--- src/rtl/axis_traffic_gen_if.sv ---
// AXI4-Stream bus shared by the traffic generator and its consumers.
// The package carries the destination type so ports and bus agree on width.
package axis_traffic_gen_pkg;
    typedef logic [3:0] axi_dest_t;
endpackage

interface axi_stream_interface;
    logic                            tvalid;
    logic                            tready;
    logic [63:0]                     tdata;
    logic [7:0]                      tstrb;
    logic [7:0]                      tkeep;
    logic                            tlast;
    logic [7:0]                      tid;
    axis_traffic_gen_pkg::axi_dest_t tdest;
    logic                            tuser;

    modport master (
        output tvalid, tdata, tstrb, tkeep, tlast, tid, tdest, tuser,
        input  tready
    );

    modport slave (
        input  tvalid, tdata, tstrb, tkeep, tlast, tid, tdest, tuser,
        output tready
    );
endinterface

--- src/rtl/axis_traffic_gen.sv ---
// AXI4-Stream burst traffic generator.
// A run is num_bursts bursts of LEN beats, optionally separated by GAP idle
// cycles. Payload is a deterministic counter pattern derived from DATA_SEED.
// Optional backpressure statistics are compiled in with the macro
// AXIS_TRAFFIC_GEN_STALL_STATS_EN; without it stall_cnt reads as zero.
//
// state    | meaning
// ---------+------------------------------------------------------------
// IDLE     | waiting for start; run parameters latched on start
// TDATA    | presenting a beat (tvalid high) until it is accepted
// GAPWAIT  | idle cycles between bursts, counted down in gap_q
module axis_traffic_gen #(
    parameter int unsigned ID        = 0,
    parameter int unsigned LEN       = 24,
    parameter int unsigned GAP       = 0,
    parameter logic [63:0] DATA_SEED = 64'hdeadbeef00000000
) (
    input  logic                            CLK,
    input  logic                            RST,
    axi_stream_interface.master             axis,
    input  logic                            start,
    input  axis_traffic_gen_pkg::axi_dest_t dest,
    input  logic [7:0]                      num_bursts,
    output logic                            busy,
    output logic                            done,
    output logic [31:0]                     stall_cnt
);

    localparam logic [1:0] S_IDLE    = 2'd0;
    localparam logic [1:0] S_TDATA   = 2'd1;
    localparam logic [1:0] S_GAPWAIT = 2'd2;

    localparam logic [7:0] LAST_BEAT = 8'(LEN - 1);
    // GAPWAIT lasts gap_q+1 cycles, so load GAP-1 to get exactly GAP cycles.
    localparam logic [7:0] GAP_LOAD  = 8'(GAP - 1);

    logic [1:0]                      state_q, state_d;
    logic [7:0]                      beat_q, beat_d;
    logic [7:0]                      burst_q, burst_d;
    logic [7:0]                      nb_q, nb_d;
    logic [7:0]                      gap_q, gap_d;
    axis_traffic_gen_pkg::axi_dest_t dest_q, dest_d;
    logic                            done_q, done_d;
    logic                            handshake;
    logic                            run_accept;

    assign handshake  = axis.tvalid && axis.tready;
    assign run_accept = (state_q == S_IDLE) && start;

    // Next-state logic: indices only move on a handshake, which keeps the
    // payload stable while the sink stalls.
    always_comb begin
        state_d = state_q;
        beat_d  = beat_q;
        burst_d = burst_q;
        nb_d    = nb_q;
        gap_d   = gap_q;
        dest_d  = dest_q;
        done_d  = 1'b0;
        case (state_q)
            S_IDLE: begin
                if (start) begin
                    dest_d  = dest;
                    nb_d    = num_bursts;
                    beat_d  = 8'd0;
                    burst_d = 8'd0;
                    if (num_bursts != 8'd0) begin
                        state_d = S_TDATA;
                    end else begin
                        done_d = 1'b1;
                    end
                end
            end
            S_TDATA: begin
                if (handshake) begin
                    if (beat_q == LAST_BEAT) begin
                        beat_d  = 8'd0;
                        burst_d = burst_q + 8'd1;
                        if (burst_q == nb_q - 8'd1) begin
                            state_d = S_IDLE;
                            done_d  = 1'b1;
                        end else if (GAP > 0) begin
                            state_d = S_GAPWAIT;
                            gap_d   = GAP_LOAD;
                        end
                    end else begin
                        beat_d = beat_q + 8'd1;
                    end
                end
            end
            S_GAPWAIT: begin
                if (gap_q == 8'd0) begin
                    state_d = S_TDATA;
                end else begin
                    gap_d = gap_q - 8'd1;
                end
            end
            default: state_d = S_IDLE;
        endcase
    end

    // State and run registers with synchronous reset.
    always_ff @(posedge CLK) begin
        if (RST) begin
            state_q <= S_IDLE;
            beat_q  <= 8'd0;
            burst_q <= 8'd0;
            nb_q    <= 8'd0;
            gap_q   <= 8'd0;
            dest_q  <= '0;
            done_q  <= 1'b0;
        end else begin
            state_q <= state_d;
            beat_q  <= beat_d;
            burst_q <= burst_d;
            nb_q    <= nb_d;
            gap_q   <= gap_d;
            dest_q  <= dest_d;
            done_q  <= done_d;
        end
    end

    assign axis.tvalid = (state_q == S_TDATA);
    assign axis.tlast  = (state_q == S_TDATA) && (beat_q == LAST_BEAT);
    assign axis.tdata  = DATA_SEED + {40'd0, burst_q, 16'd0} + {56'd0, beat_q};
    assign axis.tstrb  = '1;
    assign axis.tkeep  = '1;
    assign axis.tid    = 8'(ID);
    assign axis.tdest  = dest_q;
    assign axis.tuser  = 1'b0;

    assign busy = (state_q == S_TDATA) || (state_q == S_GAPWAIT);
    assign done = done_q;

`ifdef AXIS_TRAFFIC_GEN_STALL_STATS_EN
    logic [31:0] stall_q;

    // Saturating count of cycles the sink held off a valid beat.
    always_ff @(posedge CLK) begin
        if (RST || run_accept) begin
            stall_q <= 32'd0;
        end else if (axis.tvalid && !axis.tready && (stall_q != 32'hffff_ffff)) begin
            stall_q <= stall_q + 32'd1;
        end
    end

    assign stall_cnt = stall_q;
`else
    assign stall_cnt = 32'd0;
`endif

endmodule

--- src/flat_wrapper.sv ---
// flat-port wrapper written by rule: the top's interface ports become plain ports
module axis_traffic_gen_flat 
#(
    parameter int unsigned ID        = 0,
    parameter int unsigned LEN       = 24,
    parameter int unsigned GAP       = 0,
    parameter logic [63:0] DATA_SEED = 64'hdeadbeef00000000
)
  (CLK, RST, start, dest, num_bursts, busy, done, stall_cnt, axis_tvalid, axis_tdata, axis_tstrb, axis_tkeep, axis_tlast, axis_tid, axis_tdest, axis_tuser, axis_tready);
  axi_stream_interface axis_i ();
  input  logic CLK;
  input  logic RST;
  input  logic start;
  input  axis_traffic_gen_pkg::axi_dest_t dest;
  input  logic [7:0] num_bursts;
  output logic busy;
  output logic done;
  output logic [31:0] stall_cnt;
  output wire logic [$bits(axis_i.tvalid)-1:0] axis_tvalid;
  output wire logic [$bits(axis_i.tdata)-1:0] axis_tdata;
  output wire logic [$bits(axis_i.tstrb)-1:0] axis_tstrb;
  output wire logic [$bits(axis_i.tkeep)-1:0] axis_tkeep;
  output wire logic [$bits(axis_i.tlast)-1:0] axis_tlast;
  output wire logic [$bits(axis_i.tid)-1:0] axis_tid;
  output wire logic [$bits(axis_i.tdest)-1:0] axis_tdest;
  output wire logic [$bits(axis_i.tuser)-1:0] axis_tuser;
  input wire logic [$bits(axis_i.tready)-1:0] axis_tready;
  assign axis_tvalid = axis_i.tvalid;
  assign axis_tdata = axis_i.tdata;
  assign axis_tstrb = axis_i.tstrb;
  assign axis_tkeep = axis_i.tkeep;
  assign axis_tlast = axis_i.tlast;
  assign axis_tid = axis_i.tid;
  assign axis_tdest = axis_i.tdest;
  assign axis_tuser = axis_i.tuser;
  assign axis_i.tready = axis_tready;
  axis_traffic_gen #(.ID(ID), .LEN(LEN), .GAP(GAP), .DATA_SEED(DATA_SEED)) u_core (.CLK(CLK), .RST(RST), .axis(axis_i), .start(start), .dest(dest), .num_bursts(num_bursts), .busy(busy), .done(done), .stall_cnt(stall_cnt));
endmodule
--- config.mk ---
export PLATFORM = sky130hd
export DESIGN_NAME = axis_traffic_gen_flat
export DESIGN_NICKNAME = d
export VERILOG_FILES = /design/src/rtl/axis_traffic_gen_if.sv /design/src/rtl/axis_traffic_gen.sv /design/src/flat_wrapper.sv
export SDC_FILE = /design/constraint.sdc
export NUM_CORES = 1
export LEC_CHECK = 0
export CAP_MARGIN = 20
export CORE_AREA = 2 2 88 90
export DETAILED_ROUTE_END_ITERATION = 7
export DIE_AREA = 0 0 90 92
export PLACE_DENSITY = 0.86
export SLEW_MARGIN = 15
export SYNTH_ARGS = -nofsm -noshare
export SYNTH_HDL_FRONTEND = slang
export SYNTH_SLANG_ARGS = --single-unit
--- constraint.sdc ---
create_clock -name CLK -period 1.9 [get_ports CLK]
set_input_delay 0.285 -clock CLK [delete_from_list [all_inputs] [get_ports CLK]]
set_output_delay 0.285 -clock CLK [all_outputs]
set_load 0.03 [all_outputs]
-- Word-level counts from Yosys, hierarchy flattened
Index checks and enable logic that the tools add are counted.
- input port bits: 16
- logic and storage cells: 56
- flip-flop bits (word level): 39
- output and inout port bits: 129
- equal/unequal tests: 10
- multiplexer cells: 20
- add/subtract/negate cells: 6
- reductions and logical operators: 12
- bitwise operators: 1
- operator list (cell ; count):
    63-bit by 25-bit adder with 64-bit output (first input constant) ; 1
    64-bit by 8-bit adder with 64-bit output ; 1
    8-bit two-way mux ; 5
    8-bit case mux with 2 select lines ; 2
    8-bit by 1-bit adder with 8-bit output (second input constant) ; 2
    8-bit by 1-bit subtractor with 8-bit output (second input constant) ; 2
    2-bit two-way mux ; 6
    2-bit != test (second input constant) ; 5
    8-bit by 5-bit == test with 1-bit output (second input constant) ; 1
    8-bit == test ; 1
    8-bit zero test ; 1
    8-bit nonzero test ; 1
    2-bit case mux with 3 select lines ; 1
    6-bit AND reduction ; 1
    1-bit two-way mux ; 5
    2-bit AND reduction ; 2
    4-bit AND reduction ; 1
    3-bit AND reduction ; 1
    2-bit by 1-bit == test with 1-bit output (second input constant) ; 1
    2-bit == test (second input constant) ; 1
    1-bit logical AND ; 2
    2-bit zero test ; 1
    2-bit by 1-bit != test with 1-bit output (second input constant) ; 1
    1-bit case mux with 2 select lines ; 1
    3 further kinds ; 3

-- Longest topological paths before layout
Gate-level depths: netlist of run 1.
- word-level depth: 6
- depth in mapped cells: 9
- depth with buffers taken out: 7

-- Least setup slack after synthesis of run 1
Ideal clock, no wire load.
- path type: register to register
- start point: reg u_core.beat_q[4]
- end point: reg u_core.beat_q[4]
- required time: 1772 ps
- path buffers: 0
- clock period less this slack: 2167 ps
- slack: -267 ps
- setup time: 128 ps
- stages on the path, launching flop included: 6
- arrival: 2040 ps
- path through: dfxtp_1 or4b_4 o31ai_1 o21ai_0 a22oi_1 nor2_1
- word-level cells in the longest chain between the ends: 4
- elaborated cells between the ends (all ways): 5
- classes of those cells: 1 x add/sub; 1 x eq/ne; 3 x mux
- RTL lines (item ; RTL line ; RTL):
    from (decl) ; axis_traffic_gen.sv:38 ; logic [7:0] beat_q, beat_d;
    from (signal assigned) ; axis_traffic_gen.sv:114 ; beat_q <= beat_d;
    8-bit by 1-bit adder with 8-bit output / 8-bit by 5-bit == test with 1-bit output (equally long branches) ; axis_traffic_gen.sv:87, axis_traffic_gen.sv:76 ;
    8-bit two-way mux * ; axis_traffic_gen.sv:76 ; if (beat_q == LAST_BEAT) begin
    8-bit two-way mux * ; axis_traffic_gen.sv:75 ; if (handshake) begin
    8-bit case mux with 2 select lines * ; axis_traffic_gen.sv:60 ; case (state_q)
Every way passes the cells marked *; elsewhere a longest branch is shown, timed or not. The select of a mux whose other input is x is not followed.
A chain may end at the register's enable or synchronous reset.

-- Final worst setup path of run 1
- start point: reg u_core.beat_q[4]
- end point: out axis_tlast
- word-level cells in the longest chain between the ends: 2
- RTL lines (item ; RTL line ; RTL):
    8-bit by 5-bit == test with 1-bit output ; axis_traffic_gen.sv:124 ; assign axis.tlast = (state_q == S_TDATA) && (beat_q == LAST_BEAT);
    1-bit logical AND ; axis_traffic_gen.sv:124 ;
    to (decl) ; flat_wrapper.sv:23 ; output wire logic [$bits(axis_i.tlast)-1:0] axis_tlast;
No other way between the ends.

==> results of run 1 <==
-- cell usage in the layout, fill, tap and decap left out, types with 8 or more instances in the layout --
cell type | netlist | layout
conb_1 | 2 | 105
clkdlybuf4s50_1 | 0 | 38
a21oi_1 | 21 | 20
nand2_1 | 41 | 40
xnor2_1 | 9 | 9
buf_4 | 106 | 19
dfxtp_1 | 30 | 24
nor2_1 | 20 | 20
xor2_1 | 8 | 8
-- repair_timing --
item / in CTS / in global routing
setup buffers: 0 / 4
setup endpoints to repair: 1 / 7
resized for setup: 2 / 5
pin swaps: 0 / 5
cloned: 0 / 0
-- flip-flops by register name, indices dropped and copies added (netlist names) --
name,count
u_core.axis.tdest,4
u_core.burst_q,8
u_core.beat_q,8
u_core.state_q,1
u_core.done,1
u_core.nb_q,8
-- report_power, final --
group / switching [mW] / internal, mW / total [mW]
combinational: 0.404 / 0.115 / 0.518
clock: 0.247 / 0.292 / 0.538
sequential: 0.0165 / 0.641 / 0.657
-- stage by stage --
stage               setup slack [ps]  std cells  total power, mW  hold slack [ps]
floorplan                     -56.35        419            1.244            421.0
finish                       -0.1056        470            1.714            459.7
global placement              -4.221        458            1.168            444.2
global route                  -84.58        470            1.786            480.1
detailed placement            -31.78        458            1.176            454.4
CTS                            1.431        466            1.715            463.9
-- kinds of logic after synthesis --
| kind of cell | after synthesis | synth area share [%] |
|---|---|---|
| buffers and inverters | 122 | 35.80 |
| AND/OR/NAND/NOR | 96 | 18.83 |
| AO/OA/AOI/OAI | 46 | 12.52 |
| flip-flops | 30 | 24.83 |
| XOR/XNOR | 17 | 6.157 |
| adder cells (fa/ha/maj) | 3 | 1.552 |
| other | 2 | 0.3105 |
-- critical path, delay by kind of cell (launching register included) --
kind | cells | cell delay (ps)
and+or+nand+nor | 3 | 840
DFF | 1 | 360
buffers and inverters | 1 | 130
-- worst min-delay path by stage --
stage / end / slack, ps / cells past startpoint
after floorplan: u_core.nb_q[7] / 420 / 2
after global placement: u_core.axis.tdest[2] / 440 / 2
after detailed placement: u_core.axis.tdest[0] / 450 / 2
after CTS: u_core.axis.tdest[0] / 460 / 2
after global routing: u_core.axis.tdest[3] / 480 / 2
final: u_core.axis.tdest[3] / 460 / 2
-- final cells by class --
cell class	count	area (sq um)	share of cell area, %
Tap cell	102	127.6	4.588
Inverter	4	15.01	0.5398
Sequential cell	30	618.1	22.22
Multi-Input combinational cell	267	1375	49.44
Clock inverter	1	5.005	0.1799
Timing Repair Buffer	59	554.3	19.93
Clock buffer	7	86.33	3.104
-- layer usage --
layer | part of all wire (%) | track usage [%]
met3 | 8.9 | 3.451
met2 | 50 | 19.55
met1 | 39 | 12.54
met5 | 0 | 0
met4 | 2.6 | 6.923
==> flow_summary.toml, run 1 <==
[routing]
first_pass_iters = 5
drt_iter0_markers = 183
ant_nets = 0
vias_per_cell = 4.181
num_vias = 1965
drc = 0
wl_per_cell_um = 10.98
wl_um = 5162

[global_route]
grt_pass1_vias = 1621
antenna_found_initial = 0
grt_max_degree = 15
track_usage_pct = 11.46
grt_pass1_wl_um = 7596
overflow = 0

[clock_tree]
path_clk_slew_ps = 60
clk_latency_ps = 290
cts_max_path_buffers = 2
cts_sinks = 30
htree_levels = 2
hold_buffers = 0
cts_tree = "done"
ctsRootBufferMaster = "clkbuf_8"
cts-buffers-inserted = 5

[timing]
drv_slew = 0
fin_crit_sh_pct = 100.0
tightest_slew_ps = 621.7
setup_viol = 1
rsz0062_at_grt = "true"
fin_setup_tns_ps = -0.1056
period_needed_ps = 1900
clock_skew_ps = 8.117
fmax_ghz = 0.5263
relSlewSlack_pct = 58.17
timing.final.ws_setup_ps = -0.1056
finalHoldViolations = 0

[yosys]
post-synth-top-area-cell = "buf_4"
syn_area_sq_um = 2419
synth_warnings = 0
synth.most_common_cell = "buf_4"
yosysSeqAreaShare_pct = 24.83
ys_ff_latch = 30
synth_area_per_cell_sq_um = 7.654
synthTopCellsByArea = "buf_4, dfxtp_1, nand2_1, a21oi_1, xnor2_1"
yosysUniqueCellTypes = 45
synth_edf_count = 0
synth_top_flop_cell = "dfxtp_1"
synth_commonest_cells = "buf_4, nand2_1, dfxtp_1"
async_reset_ff_share_pct = 0
synthCells = 316
synth_top_area_share_pct = 32.90

[finish]
antennaDiodeCount = 0
drive_gt1_share_pct = 12.50
fin_util_pct = 37.35
final_nets = 386
design_area_sq_um = 2781
fill_cells = 760
area_growth_pct = 15.00

[worst_setup_path]
crit_path_end = "axis_tlast"
r2r_end = "u_core.burst_q[7]"
ff2ff_path_depth = 5
r2r_slack_ps = -0.1
crit_fanout = 5
cp.arrival_ps = 1620
worst_path_largest_cell_delay_ps = 390
path_class = "flip-flop to primary output"
end_kind = "primary output"
start_kind = "flip-flop"
startpoint = "u_core.beat_q[4]"
required_ps = 1620
reg2reg_from = "u_core.beat_q[7]"
crit_slowest_cell = "or3b_4"
path_cells = "or3b_4, nor4_4, and2_1, buf_6"

[flow_run]
max_cap_violations = 0

[power]
power_density_nw_per_um2 = 616.3
p_leak_nw = 1.234
ir_drop_uv = 278.6

[worst_hold_path]
hold_start = "u_core.axis.tdest[3]"
hold_class = "flip-flop to flip-flop"

[placed_design]
port_buffers = 39
hpwlAfterDp_um = 3825
gp_congestion = 0.8630
placed_area_sq_um = 2625

[die]
io_pins = 145
start_util_pct = 32.48
die_w_um = 90
core.rowCount = 32
dieArea_sq_um = 8280
coreArea_sq_um = 7447
dieHeight_um = 92

[outcome]
outcome = "finished with violations"
violations = "negative setup slack"
Power figures use the tool's default switching activity.
==> run 2: changes to the inputs <==
CELL_PAD_IN_SITES_DETAIL_PLACEMENT = 2   (was unset)
CELL_PAD_IN_SITES_GLOBAL_PLACEMENT = 2   (was unset)
CORE_AREA = 2 2 123 125   (was 2 2 88 90)
DIE_AREA = 0 0 125 127   (was 0 0 90 92)
PLACE_DENSITY = unset   (was 0.86)
PLACE_DENSITY_LB_ADDON = 0.1   (was unset)
==> flow_summary.toml, run 2 (synthesis results as in run 1) <==
[outcome]
violations = "negative setup slack"
outcome = "finished with violations"

[global_route]
grt_pass1_vias = 2011
antenna_found_initial = 0
grt_max_degree = 16
grt_pass1_wl_um = 10970
overflow = 0
track_usage_pct = 8.619

[die]
die_w_um = 125
dieHeight_um = 127
dieArea_sq_um = 15880
coreArea_sq_um = 14420
core.rowCount = 44
io_pins = 145
start_util_pct = 16.77

[worst_hold_path]
hold_class = "flip-flop to flip-flop"
hold_end = "u_core.axis.tdest[1]"
hold_start = "u_core.axis.tdest[1]"
worstHoldPathCells = 2

[clock_tree]
cts-buffers-inserted = 5
path_clk_slew_ps = 60
cts_sinks = 30
cts_max_path_buffers = 2
hold_buffers = 0
cts_tree = "done"
htree_levels = 2
clk_latency_ps = 280
ctsRootBufferMaster = "clkbuf_16"

[worst_setup_path]
cp.arrival_ps = 1700
cpLargestDelayFamily = "simple AND/OR/NAND/NOR gates"
worst_path_largest_cell_delay_ps = 400
ff2ff_path_depth = 5
r2r_end = "u_core.burst_q[5]"
crit_fanout = 6
end_kind = "primary output"
required_ps = 1620
crit_slowest_cell = "or3b_4"
r2r_slack_ps = -20
path_class = "flip-flop to primary output"
start_kind = "flip-flop"
path_cells = "or3b_4, nor4_4, and2_4, buf_6"
crit_buf_inv = 1
reg2reg_from = "u_core.beat_q[3]"

[finish]
finalNonFillerCells = 560
final_nets = 394
design_area_sq_um = 3079
drive_gt1_share_pct = 17.02
final_cell_mix = "conb_1, nand2_1, clkdlybuf4s50_1"
mostFrequentLayoutCell = "conb_1"
area_growth_pct = 27.31
fill_cells = 1735
antennaDiodeCount = 0
top_regs = "u_core.beat_q: 8 flops, u_core.burst_q: 8 flops, u_core.nb_q: 8 flops"

[placed_design]
gp_congestion = 0.6338
placed_area_sq_um = 2783
dp_cells = 549
port_buffers = 39
hpwlAfterDp_um = 5761

[timing]
setup_viol = 2
fmax_ghz = 0.5044
drv_slew = 0
fin_crit_sh_pct = 104.3
period_needed_ps = 1982
timing.final.ws_setup_ps = -82.38
finalHoldViolations = 0
clock_skew_ps = 8.215
fin_setup_tns_ps = -102.4
rsz0062_at_grt = "true"

[power]
power_density_nw_per_um2 = 725.9
ir_drop_uv = 276.1
p_total_mw = 2.235
p_leak_nw = 1.327

[routing]
ant_nets = 0
wl_per_cell_um = 12.60
vias_per_cell = 3.568
num_vias = 1998
first_pass_iters = 2
drt_iter0_markers = 23
wl_um = 7055
drc = 0

[flow_run]
max_cap_violations = 0
[run 2: changes by cell type in the layout (fill, tap and decap cells not counted), sizes merged]
cell	before	now
buf	21	29
dlygate4sd2	0	1
bufinv	0	1
clkinv	1	0
clkdlybuf4s50	38	37
[run 2: how the worst max path moves through the flow]
stage	cells past startpoint	slack (ps)	endpoint	start
final	4	-80	axis_tlast	u_core.beat_q[4]
after global placement	7	-50	u_core.beat_q[4]	u_core.beat_q[5]
after floorplan	6	-60	u_core.burst_q[7]	u_core.beat_q[7]
after global routing	4	-140	axis_tlast	u_core.beat_q[4]
after CTS	4	-60	axis_tlast	u_core.beat_q[4]
after detailed placement	7	-70	u_core.beat_q[4]	u_core.beat_q[5]
[run 2: worst min-delay path, delay by kind of cell, from the launching register on]
| family | cells | cell delay [ps] |
|---|---|---|
| compound gates | 1 | 50 |
| flops | 1 | 300 |
| simple gates | 1 | 50 |
[run 2: final cells by class]
class	count	area, sq um	area share, %
clock inverters	1	30.03	0.9752
multi-input cells	267	1410	45.79
clock buffers	7	163.9	5.323
inverters	4	15.01	0.4876
well taps	184	230.2	7.477
flip-flops and latches	30	618.1	20.07
repair buffers	67	611.8	19.87
[run 2: metal layers]
| metal | vias up | global-route usage (%) | routed length [um] |
|---|---|---|---|
| li1 | 952 | - | - |
| met1 | 965 | 10.49 | 2935 |
| met2 | 70 | 15.57 | 3683 |
| met3 | 11 | 1.466 | 313 |
| met4 | 0 | 2.614 | 122 |
| met5 | - | 0 | 0 |
[run 2: what timing repair did]
item	CTS	global route
setup buffers	1	2
gates resized for setup	11	12
endpoints found under the setup margin	7	14
pin swaps	6	9
[run 2: report_power, final]
part           total (mW)  leakage [nW]  switching (mW)  internal [mW]
logic               0.545         0.984           0.419          0.126
registers           0.660         0.248          0.0179          0.642
clock network        1.03        0.0953           0.297          0.734
[run 2: per-stage QoR]
step | utilization [%] | setup slack, ps | hold slack [ps]
CTS | 21.02 | -56.97 | 458.0
finish | 21.35 | -82.38 | 456.3
floorplan | - | -56.35 | 421.0
global route | 21.35 | -143.8 | 477.9
detailed placement | 19.29 | -65.99 | 451.2
global placement | 19.29 | -51.95 | 444.6
